===== src/rtl/mem_req_arbiter.sv =====
// Round-robin request arbiter with starvation override, feeding a one-entry
// output register on the memory controller's request port. Also exposes a
// fire strobe, per-request ID, a free-running cycle count and a drop counter
// for the traffic-statistics loggers.
//
// Handshake: a transfer happens on any edge where valid & ready are both high.
// Requesters: in_ready is one-hot (the winner) or zero and is only raised when
// the output register can take a new entry; valid need not wait for ready.
// Downstream: out_valid stays high and the payload stays stable until
// out_valid & out_ready (req_fire); a new entry may load on the firing edge.
module mem_req_arbiter #(
    parameter int NUM_PORTS    = 4,
    parameter int ADDR_W       = 32,
    parameter int STARVE_LIMIT = 16,
    parameter int WAIT_W       = 5,
    localparam int SRC_W       = (NUM_PORTS > 1) ? $clog2(NUM_PORTS) : 1
) (
    input  logic                          clk,
    input  logic                          reset,
    input  logic [NUM_PORTS-1:0]          in_valid,
    output logic [NUM_PORTS-1:0]          in_ready,
    input  logic [NUM_PORTS-1:0]          in_rd_en,
    input  logic [NUM_PORTS-1:0]          in_wr_en,
    input  logic [NUM_PORTS*ADDR_W-1:0]   in_addr,
    output logic                          out_valid,
    input  logic                          out_ready,
    output logic                          out_rd_en,
    output logic                          out_wr_en,
    output logic [ADDR_W-1:0]             out_addr,
    output logic [SRC_W-1:0]              out_src,
    output logic [31:0]                   out_req_id,
    output logic                          req_fire,
    output logic [63:0]                   global_cycle,
    output logic [15:0]                   err_drop_cnt
);

    typedef enum logic {
        ST_EMPTY = 1'b0,
        ST_FULL  = 1'b1
    } state_t;

    state_t              r_state;
    state_t              w_state_nxt;
    logic                w_load;
    logic [SRC_W-1:0]    r_rr_ptr;
    logic [WAIT_W-1:0]   r_wait [NUM_PORTS];
    logic                r_rd_en;
    logic                r_wr_en;
    logic [ADDR_W-1:0]   r_addr;
    logic [SRC_W-1:0]    r_src;
    logic [31:0]         r_req_id;
    logic [63:0]         r_cycle;
    logic [15:0]         r_err_cnt;

    logic                w_can_load;
    logic                w_fire;
    logic                w_gnt_any;
    logic [SRC_W-1:0]    w_gnt_idx;
    logic [SRC_W-1:0]    w_idx;
    logic [NUM_PORTS-1:0] w_starved;
    logic                w_xfer;
    logic                w_wellformed;
    logic                w_sel_rd;
    logic                w_sel_wr;
    logic [ADDR_W-1:0]   w_sel_addr;

    // The output register state is the downstream valid.
    assign out_valid    = (r_state == ST_FULL);
    assign out_rd_en    = r_rd_en;
    assign out_wr_en    = r_wr_en;
    assign out_addr     = r_addr;
    assign out_src      = r_src;
    assign out_req_id   = r_req_id;
    assign global_cycle = r_cycle;
    assign err_drop_cnt = r_err_cnt;

    assign w_fire       = out_valid & out_ready;
    assign req_fire     = w_fire;
    assign w_can_load   = ~out_valid | out_ready;
    assign w_xfer       = w_can_load & w_gnt_any;
    assign w_wellformed = w_sel_rd ^ w_sel_wr;

    // Winner selection: lowest-index starved port first, else round-robin from r_rr_ptr.
    always_comb begin
        w_gnt_any = 1'b0;
        w_gnt_idx = '0;
        w_idx     = '0;
        w_starved = '0;
        for (int i = 0; i < NUM_PORTS; i++) begin
            w_starved[i] = in_valid[i] && (r_wait[i] >= WAIT_W'(STARVE_LIMIT));
        end
        if (|w_starved) begin
            w_gnt_any = 1'b1;
            for (int i = NUM_PORTS - 1; i >= 0; i--) begin
                if (w_starved[i]) w_gnt_idx = SRC_W'(i);
            end
        end else begin
            // Descending scan so the smallest offset from the pointer is kept last.
            for (int k = NUM_PORTS - 1; k >= 0; k--) begin
                w_idx = r_rr_ptr + SRC_W'(k);
                if (in_valid[w_idx]) begin
                    w_gnt_any = 1'b1;
                    w_gnt_idx = w_idx;
                end
            end
        end
    end

    // One-hot accept for the winner, and payload mux from the winning port.
    always_comb begin
        in_ready   = '0;
        w_sel_rd   = 1'b0;
        w_sel_wr   = 1'b0;
        w_sel_addr = '0;
        if (w_xfer) in_ready[w_gnt_idx] = 1'b1;
        for (int i = 0; i < NUM_PORTS; i++) begin
            if (w_gnt_idx == SRC_W'(i)) begin
                w_sel_rd   = in_rd_en[i];
                w_sel_wr   = in_wr_en[i];
                w_sel_addr = in_addr[i*ADDR_W +: ADDR_W];
            end
        end
    end

    // Output register next state: a well-formed transfer loads, otherwise a fire empties.
    always_comb begin
        w_state_nxt = r_state;
        w_load      = 1'b0;
        if (w_xfer && w_wellformed) begin
            w_state_nxt = ST_FULL;
            w_load      = 1'b1;
        end else if (w_fire) begin
            w_state_nxt = ST_EMPTY;
        end
    end

    // Output register state and payload; reset discards any held request.
    always_ff @(posedge clk or posedge reset) begin
        if (reset) begin
            r_state <= ST_EMPTY;
            r_rd_en <= 1'b0;
            r_wr_en <= 1'b0;
            r_addr  <= '0;
            r_src   <= '0;
        end else begin
            r_state <= w_state_nxt;
            if (w_load) begin
                r_rd_en <= w_sel_rd;
                r_wr_en <= w_sel_wr;
                r_addr  <= w_sel_addr;
                r_src   <= w_gnt_idx;
            end
        end
    end

    // Round-robin pointer, request ID, cycle count and saturating drop counter.
    always_ff @(posedge clk or posedge reset) begin
        if (reset) begin
            r_rr_ptr  <= '0;
            r_req_id  <= '0;
            r_cycle   <= '0;
            r_err_cnt <= '0;
        end else begin
            r_cycle <= r_cycle + 64'd1;
            if (w_xfer) r_rr_ptr <= w_gnt_idx + SRC_W'(1);
            if (w_fire) r_req_id <= r_req_id + 32'd1;
            if (w_xfer && !w_wellformed && (r_err_cnt != 16'hFFFF)) begin
                r_err_cnt <= r_err_cnt + 16'd1;
            end
        end
    end

    // Per-port wait counters; they keep aging while the output is stalled.
    always_ff @(posedge clk or posedge reset) begin
        if (reset) begin
            for (int i = 0; i < NUM_PORTS; i++) r_wait[i] <= '0;
        end else begin
            for (int i = 0; i < NUM_PORTS; i++) begin
                if (!in_valid[i] || in_ready[i]) begin
                    r_wait[i] <= '0;
                end else if (r_wait[i] != {WAIT_W{1'b1}}) begin
                    r_wait[i] <= r_wait[i] + WAIT_W'(1);
                end
            end
        end
    end

endmodule


===== config.mk =====
export PLATFORM = sky130hd
export DESIGN_NAME = mem_req_arbiter
export DESIGN_NICKNAME = d
export VERILOG_FILES = /design/src/rtl/mem_req_arbiter.sv
export SDC_FILE = /design/constraint.sdc
export NUM_CORES = 1
export LEC_CHECK = 0
export CORE_UTILIZATION = 42
export CTS_CLUSTER_DIAMETER = 120
export DETAILED_ROUTE_END_ITERATION = 8
export GPL_TIMING_DRIVEN = 0
export PLACE_DENSITY = 0.75
export SLEW_MARGIN = 20
export SYNTH_ARGS = -nofsm -noshare
export SYNTH_HDL_FRONTEND = slang
export SYNTH_SLANG_ARGS = --single-unit

===== constraint.sdc =====
create_clock -name clk -period 5.4 [get_ports clk]
set_clock_uncertainty 0.2 [all_clocks]
set_input_delay 0.81 -clock clk [delete_from_list [all_inputs] [get_ports clk]]
set_output_delay 0.81 -clock clk [all_outputs]
set_load 0.05 [all_outputs]

Word level (Yosys, flattened, before mapping)
Cells that the tools add are included.
W data, S select, Z words.
{ "totals": {"ff_bits": 171, "inputBits": 143, "out_inout_bits": 154} }
{ "classes": {"add_sub_neg": 11, "n_lt_le_gt_ge": 10, "n_eq_ne": 8, "mux": 48, "n_bitwise": 5, "reduce_logical": 24} }
{ "op_table": {"columns": ["op", "count"], "rows": [
  ["$mux W32", 4],
  ["$add A64 B1 Y64 const B", 1],
  ["$mux W5", 8],
  ["$add A32 B1 Y32 const B", 1],
  ["$mux W1", 21],
  ["$add A5 B1 Y5 const B", 4],
  ["$ge A5 B5 Y1 const B", 4],
  ["$ne A5 B5 Y1 const B", 4],
  ["$mux W2", 9],
  ["$add A16 B1 Y16 const B", 1],
  ["$ne A16 B16 Y1 const B", 1],
  ["$lt A2 B3 Y1 const B", 5],
  ["$reduce_bool A2 Y1", 5],
  ["$bmux W1 S2", 4],
  ["$logic_and A1 B1 Y1", 8],
  ["$logic_not A1 Y1", 5],
  ["$add A2 B1 Y2 const B", 2],
  ["$add A2 B2 Y2 const B", 2],
  ["$eq A2 B2 Y1 const B", 2],
  ["$logic_or A1 B1 Y1", 4],
  ["$mux W4", 1],
  ["$reduce_or A4 Y1", 1],
  ["$and A1 B1 Y1", 2],
  ["$demux W1 S2", 1],
  ["other kinds (6)", 6]
]} }

Longest topological paths before layout
Gate-level depths: netlist of run 1.
{ "logic_depth": {"word_depth": 17, "ltp_mapped": 15, "depth_no_buf": 11} }

Worst setup path after synthesis of run 1
Ideal clock, no wire load.
{ "synth_path": {"path_kind": "input to register", "from": "input port in_valid[2]", "to": "register r_addr[10], in the netlist out_addr[10]", "t_arrival_ps": 3768, "required_ps": 5075, "setup_slack_ps": 1307, "cell_stages": 14, "cell_sequence": "clkbuf_1 -> nor2b_1 -> o22a_1 -> a221oi_1 -> a222oi_1 -> inv_1 -> ha_1 -> a211oi_1 -> a211oi_4 -> xnor2_2 -> nand2b_1 -> buf_6 -> buf_6 -> mux2_4"} }
{ "synth_via": {"elab_chain_cells": 15, "elab_cells_between_ends": 43, "classes_between": "eq/ne (3); mux (34); bitwise (2); reduce/logical (4)"} }
{ "synth_lines": {"columns": ["element", "line", "text"], "rows": [
  ["from (decl)", "20", "input logic [NUM_PORTS-1:0] in_valid,"],
  ["$bmux W1 S2", "101", "if (in_valid[w_idx]) begin"],
  ["$mux W1 (not written as such)", "101", null],
  ["$mux W2 (4 in a row)", "101", null],
  ["$mux W2 (*)", "92", "if (|w_starved) begin"],
  ["net w_gnt_idx[1]", "58", "logic [SRC_W-1:0] w_gnt_idx;"],
  ["$logic_not A2 Y1", "117", "if (w_gnt_idx == SRC_W'(i)) begin"],
  ["$mux W1 (4 in a row)", "117", null],
  ["$xor A1 B1 Y1", "81", "assign w_wellformed = w_sel_rd ^ w_sel_wr;"],
  ["$logic_and A1 B1 Y1", "129", "if (w_xfer && w_wellformed) begin"],
  ["$mux W1", "129", null],
  ["to (signal assigned)", "150", "r_addr <= w_sel_addr;"],
  ["to (decl)", "49", "logic [ADDR_W-1:0] r_addr;"]
]} }
Mark *: on every way through the listed nets, which the timed path passes. The rest lies on a longest branch. The select of a mux whose other input is x is not followed.
A chain may end at the register's enable or synchronous reset.

Worst setup path in the final report of run 1
{ "layout_path": {"from": "input port in_valid[2]", "to": "output port in_ready[1]"} }
{ "layout_via": {"elab_chain_cells": 12, "elab_cells_between_ends": 30, "classes_between": "order compare (2); mux (24); bitwise (1); reduce/logical (3)"} }
{ "layout_lines": {"columns": ["element", "line", "text"], "rows": [
  ["$bmux W1 S2", "101", null],
  ["$mux W1 (not written as such)", "101", null],
  ["$mux W2 (4 in a row)", "101", null],
  ["$mux W2 (*)", "92", null],
  ["net w_gnt_idx[1]", "58", null],
  ["$lt A2 B3 Y1 (not written as such) / $ge A2 B1 Y1 (equally long branches)", "115", "if (w_xfer) in_ready[w_gnt_idx] = 1'b1;"],
  ["$logic_and A1 B1 Y1 (not written as such)", "115", null],
  ["$mux W1 (not written as such)", "115", null],
  ["$demux W1 S2 (*)", "115", null],
  ["$mux W4 (*)", "115", null],
  ["to (decl)", "21", "output logic [NUM_PORTS-1:0] in_ready,"]
]} }
Marks and branches as above.

==> results of run 1 <==
-- routing by layer --
layer	vias to the layer above	wire (microns)	global-route usage	share of wire
met3	34	1340	0.0422	0.053
met5	-	0	0	0
met4	0	575	0.0801	0.023
li1	3763	-	-	-
met2	257	12800	0.403	0.51
met1	3747	10600	0.288	0.42
-- sequential cells by signal, indices dropped and copies added, names as in the netlist --
| register | count |
|---|---|
| r_rr_ptr | 2 |
| out_addr | 32 |
| out_rd_en | 1 |
| out_valid | 1 |
| out_src | 2 |
| global_cycle | 64 |
| out_req_id | 32 |
| r_wait | 20 |
| err_drop_cnt | 16 |
| out_wr_en | 1 |
-- power by group through the flow --
stage,combinational [mW],clock (mW),sequential (mW)
after floorplan,1.75,0,2.26
after global placement,3.25,0,1.70
after detailed placement,3.31,0,1.70
after CTS,3.31,1.36,1.69
after global routing,3.51,1.41,1.72
final,3.29,1.34,1.69
-- worst max path at each step --
stage	from	to	slack (ns)
final	in_valid[2]	in_ready[1]	0.20
after global routing	in_valid[2]	in_ready[1]	0.04
after global placement	in_valid[2]	in_ready[1]	-0.29
after CTS	in_valid[2]	in_ready[1]	0.05
after floorplan	in_valid[2]	out_addr[10]	1.31
after detailed placement	in_valid[2]	in_ready[1]	-0.34
-- cell usage in the layout (no fill, tap or decap), drive strengths merged, types with 4 or more instances in the layout --
cell	count
bufinv	4
mux2	35
nor4	12
and4	11
mux2i	40
clkbuf	43
dfrtp	171
nor2b	7
nor3	26
nand2	145
and3	15
nand2b	10
and2	9
ha	15
xnor2	71
nor2	59
nand3b	4
xor2	50
o21ai	70
nand4	25
a211oi	5
inv	26
buf	15
a21oi	4
nand4b	5
clkdlybuf4s50	291
nand3	42
-- critical path: stages --
cell and delay (ns):
clkdlybuf4s50_1 0.42, clkbuf_1 0.23, nor2b_1 0.19, o22a_1 0.18, a221oi_1 0.22, a222oi_1 0.13, buf_4 0.18, inv_1 0.08
ha_1 0.30, clkbuf_2 0.29, clkbuf_2 0.36, and2_1 0.25, dlygate4sd2_1 0.55
-- metrics by stage --
step | util | setup TNS (ns) | hold WS [ns] | area (sq um) | worst slack (ns)
floorplan | - | 0 | 0.297 | 9060 | 1.31
global placement | 0.585 | -0.648 | 0.260 | 12300 | -0.288
detailed placement | 0.590 | -0.811 | 0.264 | 12400 | -0.336
CTS | 0.620 | 0 | 0.281 | 13100 | 0.0542
global route | 0.620 | 0 | 0.292 | 13100 | 0.0440
finish | 0.620 | 0 | 0.279 | 13100 | 0.200
-- cell families after synthesis --
logic type	after synthesis	share of synthesized area
AND/OR/NAND/NOR	377	0.202
AO/OA/AOI/OAI	91	0.0597
adder cells (fa/ha/maj)	15	0.0207
flip-flops	171	0.472
XOR/XNOR	121	0.118
multiplexers	75	0.0993
buffers and inverters	57	0.0276
-- timing repair --
item                       in CTS  in global routing
setup buffers                   0                  1
resized for setup               2                  3
setup endpoints to repair       3                  3
pin swaps                       1                  1
-- final cells by class --
cell class	instances	area (sq um)
clock inverters	14	209
multi-input cells	679	4530
flip-flops and latches	171	4280
inverters	21	82.6
fillers	1813	8010
well taps	275	344
repair buffers	299	3040
clock buffers	18	429
plain buffers	34	166
==> flow_metrics.tcl, run 1 <==
set metrics [dict create \
    syn_inst 907 \
    grt_max_degree 34 \
    diodes 0 \
    clock_path_buffers 2 \
    antenna_left 0 \
    synth_cell_type_count 52 \
    start_util 0.430 \
    grt.overflow.total 0 \
    cts-root-buf "clkbuf_16" \
    endpoint_kind "output pin" \
    vias 7801 \
    ios 297 \
    syn_nets 1065 \
    place_hpwl_mm 19.4 \
    slew_headroom 0.336 \
    hold_viol_final 0 \
    rsz0062_at_grt "false" \
    via_per_inst 5.16 \
    dr.pass1.iters 5 \
    hold_path_class "register to register" \
    powerDensity_nw_per_um2 483 \
    p_sw_mw 2.63 \
    cp_data_arrival_time_ns 4.19 \
    drt-total-wl_mm 25.3 \
    p_leak_nw 5.63 \
    grt_pass1_wl_mm 40.1 \
    grt_pass1_vias 7819 \
    synth_common_cells "dfrtp_1, nand2_1, xnor2_1" \
    insertion_delay_ns 0.42 \
    avgRoutedWirePerCell_microns 16.8 \
    seq_area_frac_synth 0.472 \
    start_kind "primary input" \
    gp_congestion 0.843 \
    cap_violations 0 \
    drt_iter0_drc 309 \
    worst_pin_slew_ns 0.996 \
    r2r_slack_ns 1.39 \
    synth_top_cell_area_share 0.472 \
    critPathKind "primary input to output pin" \
    yosysWarningCount 0 \
    drc 0 \
    fin_crit_ns 5.20 \
    synth_area_sq_um 9060 \
    port_buffers 293 \
    combPwrFrac 0.521 \
    r2r_start "r_rr_ptr[1]" \
    synthArstFlopShare 1.00 \
    setup_viol 0 \
    cts_hold_buf 0 \
    clkPwrFrac 0.212 \
    cts_tree "done" \
    slew_violations 0 \
    holdCritStartpoint "global_cycle[63]" \
    r2r_cells 14 \
    ys_ff_latch 171 \
    area_delta_synth_final_pct 44.4 \
    grt_use_total 0.232 \
    rr_endpoint "out_addr[1]" \
    synth_top_area_cell "dfrtp_1" \
    min_period_over_period 0.963 \
    fin_nets 1381 \
    min_path_cells 1 \
    max_freq_mhz 192 \
    path_clk_slew_ns 0.07 \
    total_power_mw 6.32 \
    die_width_microns 149 \
    dp_cells 1480 \
    synth_edf_count 0 \
    instances_no_fill 1511 \
    pwr-share-seq 0.267 \
    syn_avg_cell_area_sq_um 9.99 \
    dieArea_sq_um 22200 \
    hold_path_end "global_cycle[63]" \
    synthTopCellsByArea "dfrtp_1, xnor2_1, nand2_1" \
    rows 53 \
    cts_inserted_buffers 17 \
    cp.required_ns 4.39 \
    swShare 0.416 \
    status "finished, final reports clean" \
    cts.sinks 171 \
    die_height_microns 149 \
    synth.most_common_cell "dfrtp_1" \
    drive_above_1_share 0.0672 \
    intPower_mw 3.69 \
    synth-main-ff-cell "dfrtp_1" \
    worstPathMaxFanout 10 \
    peakVddDrop_mv 0.299 \
    antenna_found_initial 0 \
    core_sq_um 21100 \
    htreeDepth 4 \
]
No activity file was read; power rests on OpenSTA's default activity.
==> run 2, diff against run 1 <==
--- a/config.mk
+++ b/config.mk
@@ -7,6 +7,7 @@
 export LEC_CHECK = 0
 export CORE_UTILIZATION = 42
 export CTS_CLUSTER_DIAMETER = 120
+export CTS_CLUSTER_SIZE = 8
 export DETAILED_ROUTE_END_ITERATION = 8
 export GPL_TIMING_DRIVEN = 0
 export PLACE_DENSITY = 0.75
==> results of run 2 <==
Same layout as run 1: the final DEF is identical, and so are final timing and power.
==> run 3, diff against run 2 <==
--- a/config.mk
+++ b/config.mk
@@ -5,12 +5,12 @@
 export SDC_FILE = /design/constraint.sdc
 export NUM_CORES = 1
 export LEC_CHECK = 0
-export CORE_UTILIZATION = 42
+export CORE_UTILIZATION = 45
 export CTS_CLUSTER_DIAMETER = 120
 export CTS_CLUSTER_SIZE = 8
 export DETAILED_ROUTE_END_ITERATION = 8
 export GPL_TIMING_DRIVEN = 0
-export PLACE_DENSITY = 0.75
+export PLACE_DENSITY = 0.77
 export SLEW_MARGIN = 20
 export SYNTH_ARGS = -nofsm -noshare
 export SYNTH_HDL_FRONTEND = slang
==> constraint.sdc (replaced) <==
create_clock -name clk -period 5.74 [get_ports clk]
set_clock_uncertainty 0.2 [all_clocks]
set_input_delay 0.861 -clock clk [delete_from_list [all_inputs] [get_ports clk]]
set_output_delay 0.861 -clock clk [all_outputs]
set_load 0.05 [all_outputs]
==> run 3 against run 2 <==
Compared with the run above: global-route usage up 1.9 points; sequential cell count unchanged; highest routed layer unchanged; register-to-register slack better by 0.42 ns; count of clock-buffer cells in the layout up 3; hold slack about the same; first-iteration DRC count up 22%.
==> flow_metrics.tcl, run 3 (synthesis gave the netlist of run 1 again) <==
set metrics [dict create \
    status "finished, final reports clean" \
    min_path_cells 1 \
    worstPathMaxFanout 10 \
    fillers 1601 \
    cts-root-buf "clkbuf_16" \
    finalInstanceArea_sq_um 13000 \
    hold_path_end "global_cycle[63]" \
    endpoint_kind "output pin" \
    setup_viol 0 \
    crit_family "buffers and inverters" \
    p_leak_nw 5.57 \
    start_util 0.462 \
    slew_headroom 0.345 \
    via_per_inst 5.21 \
    cp.required_ns 4.68 \
    rr_endpoint "out_addr[3]" \
    cts_tree "done" \
    clkPwrFrac 0.201 \
    dr.pass1.iters 5 \
    p_sw_mw 2.42 \
    diodes 0 \
    slowest_stage "clkdlybuf4s50_1" \
    ios 297 \
    drc 0 \
    grt_max_degree 93 \
    tns_ns 0 \
    cts_inserted_buffers 17 \
    htreeDepth 4 \
    largest_reg_flops 64 \
    worst_pin_slew_ns 0.973 \
    combPwrFrac 0.528 \
    cap_violations 0 \
    swShare 0.415 \
    clock_path_buffers 2 \
    drt_iter0_drc 377 \
    slowest_delay_ns 0.82 \
    slew_violations 0 \
    register_area_sq_um 4280 \
    area_delta_synth_final_pct 43.2 \
    r2r_start "r_rr_ptr[1]" \
    grt.overflow.total 0 \
    cp_data_arrival_time_ns 4.45 \
    fin_util 0.662 \
    fin_nets 1379 \
    start_kind "primary input" \
    hold_path_class "register to register" \
    cts.sinks 171 \
    min_period_over_period 0.960 \
    grt_pass1_vias 7754 \
    vias 7812 \
    port_buffers 293 \
    drive_above_1_share 0.0648 \
    critPathKind "primary input to output pin" \
    fin_crit_ns 5.51 \
    crit_buf_inv 7 \
    cts_hold_buf 0 \
    avgRoutedWirePerCell_microns 16.8 \
    die_height_microns 144 \
    max_freq_mhz 181 \
    rsz0062_at_grt "false" \
    pwr-share-seq 0.272 \
    grt_pass1_wl_mm 39.8 \
    insertion_delay_ns 0.42 \
    crit_chain "clkdlybuf4s50_1 -> clkbuf_1 -> nor2b_1 -> o22a_1 -> a221oi_1 -> a222oi_1 -> buf_4 -> inv_1 -> ha_1 -> clkbuf_2 -> clkbuf_2 -> and2_1 -> clkdlybuf4s50_1" \
    gp_congestion 0.828 \
    drt-total-wl_mm 25.2 \
    holdCritStartpoint "global_cycle[63]" \
    antenna_found_initial 0 \
    r2r_slack_ns 1.81 \
    powerDensity_nw_per_um2 450 \
    peakVddDrop_mv 0.284 \
    antenna_left 0 \
    r2r_cells 14 \
    die_width_microns 144 \
    layout_commonest_cell "clkdlybuf4s50_1" \
    placed_area_sq_um 12400 \
    rows 51 \
    multi_input_area_sq_um 4530 \
    path_clk_slew_ns 0.06 \
    dieArea_sq_um 20700 \
    hold_viol_final 0 \
    grt_use_total 0.250 \
    final_cell_mix "clkdlybuf4s50_1, dfrtp_1, nand2_1" \
    intPower_mw 3.41 \
    place_hpwl_mm 19.1 \
    core_sq_um 19600 \
]
run 3: cell types whose count changed in the layout (fill, tap and decap cells not counted), moves of 2 or more:
cell and change:
inv_8 -2, clkbuf_8 +3, bufinv_16 -2, clkdlybuf4s50_1 +2
inv_6 +2, buf_12 -5
run 3: power by group through the flow:
| stage | Sequential [mW] | Clock, mW | Combinational, mW |
|---|---|---|---|
| 4_1_cts | 1.59 | 1.19 | 3.11 |
| 6_report | 1.59 | 1.17 | 3.08 |
| 5_1_grt | 1.61 | 1.24 | 3.30 |
| 2_1_floorplan | 2.12 | 0 | 1.65 |
| 3_3_place_gp | 1.60 | 0 | 3.05 |
| 3_5_place_dp | 1.60 | 0 | 3.10 |
run 3: final cells by class:
cell class,count,share of cell area
well taps,265,0.0256
plain buffers,35,0.0131
repair buffers,296,0.229
multi-input cells,679,0.349
clock inverters,11,0.0101
inverters,21,0.00666
flip-flops and latches,171,0.330
clock buffers,21,0.0363
run 3: timing repair:
item / in CTS / in global routing
setup buffers: 2 / 0
gates cloned: 0 / 0
resized for setup: 1 / 2
endpoints found under the setup margin: 2 / 2
pin swaps: 1 / 0
run 3: worst max-delay path by stage:
stage                           start               to  slack, ns  cells after the start
after floorplan                 reset  err_drop_cnt[0]       0.05                      1
after global placement          reset     out_addr[26]      -2.30                      2
after detailed placement  in_valid[2]      in_ready[1]      -0.08                     12
after CTS                 in_valid[2]      in_ready[0]       0.02                     12
after global routing      in_valid[2]      in_ready[1]      0.006                     13
final                     in_valid[2]      in_ready[1]       0.23                     13
run 3: layer usage:
metal / track usage / share of wire / up-vias
li1: - / - / 3757
met4: 0.106 / 0.031 / 0
met2: 0.435 / 0.51 / 254
met1: 0.297 / 0.41 / 3755
met3: 0.0543 / 0.053 / 46
met5: 0 / 0 / -
run 3: stage by stage:
| step | hold WS [ns] | worst slack [ns] | instances | power [mW] |
|---|---|---|---|---|
| 3_3_place_gp | 0.260 | -2.30 | 1465 | 4.65 |
| 5_1_grt | 0.301 | 0.00599 | 1499 | 6.15 |
| 2_1_floorplan | 0.297 | 0.0472 | 907 | 3.77 |
| 6_report | 0.280 | 0.227 | 1499 | 5.84 |
| 4_1_cts | 0.281 | 0.0179 | 1500 | 5.89 |
| 3_5_place_dp | 0.264 | -0.0850 | 1466 | 4.70 |
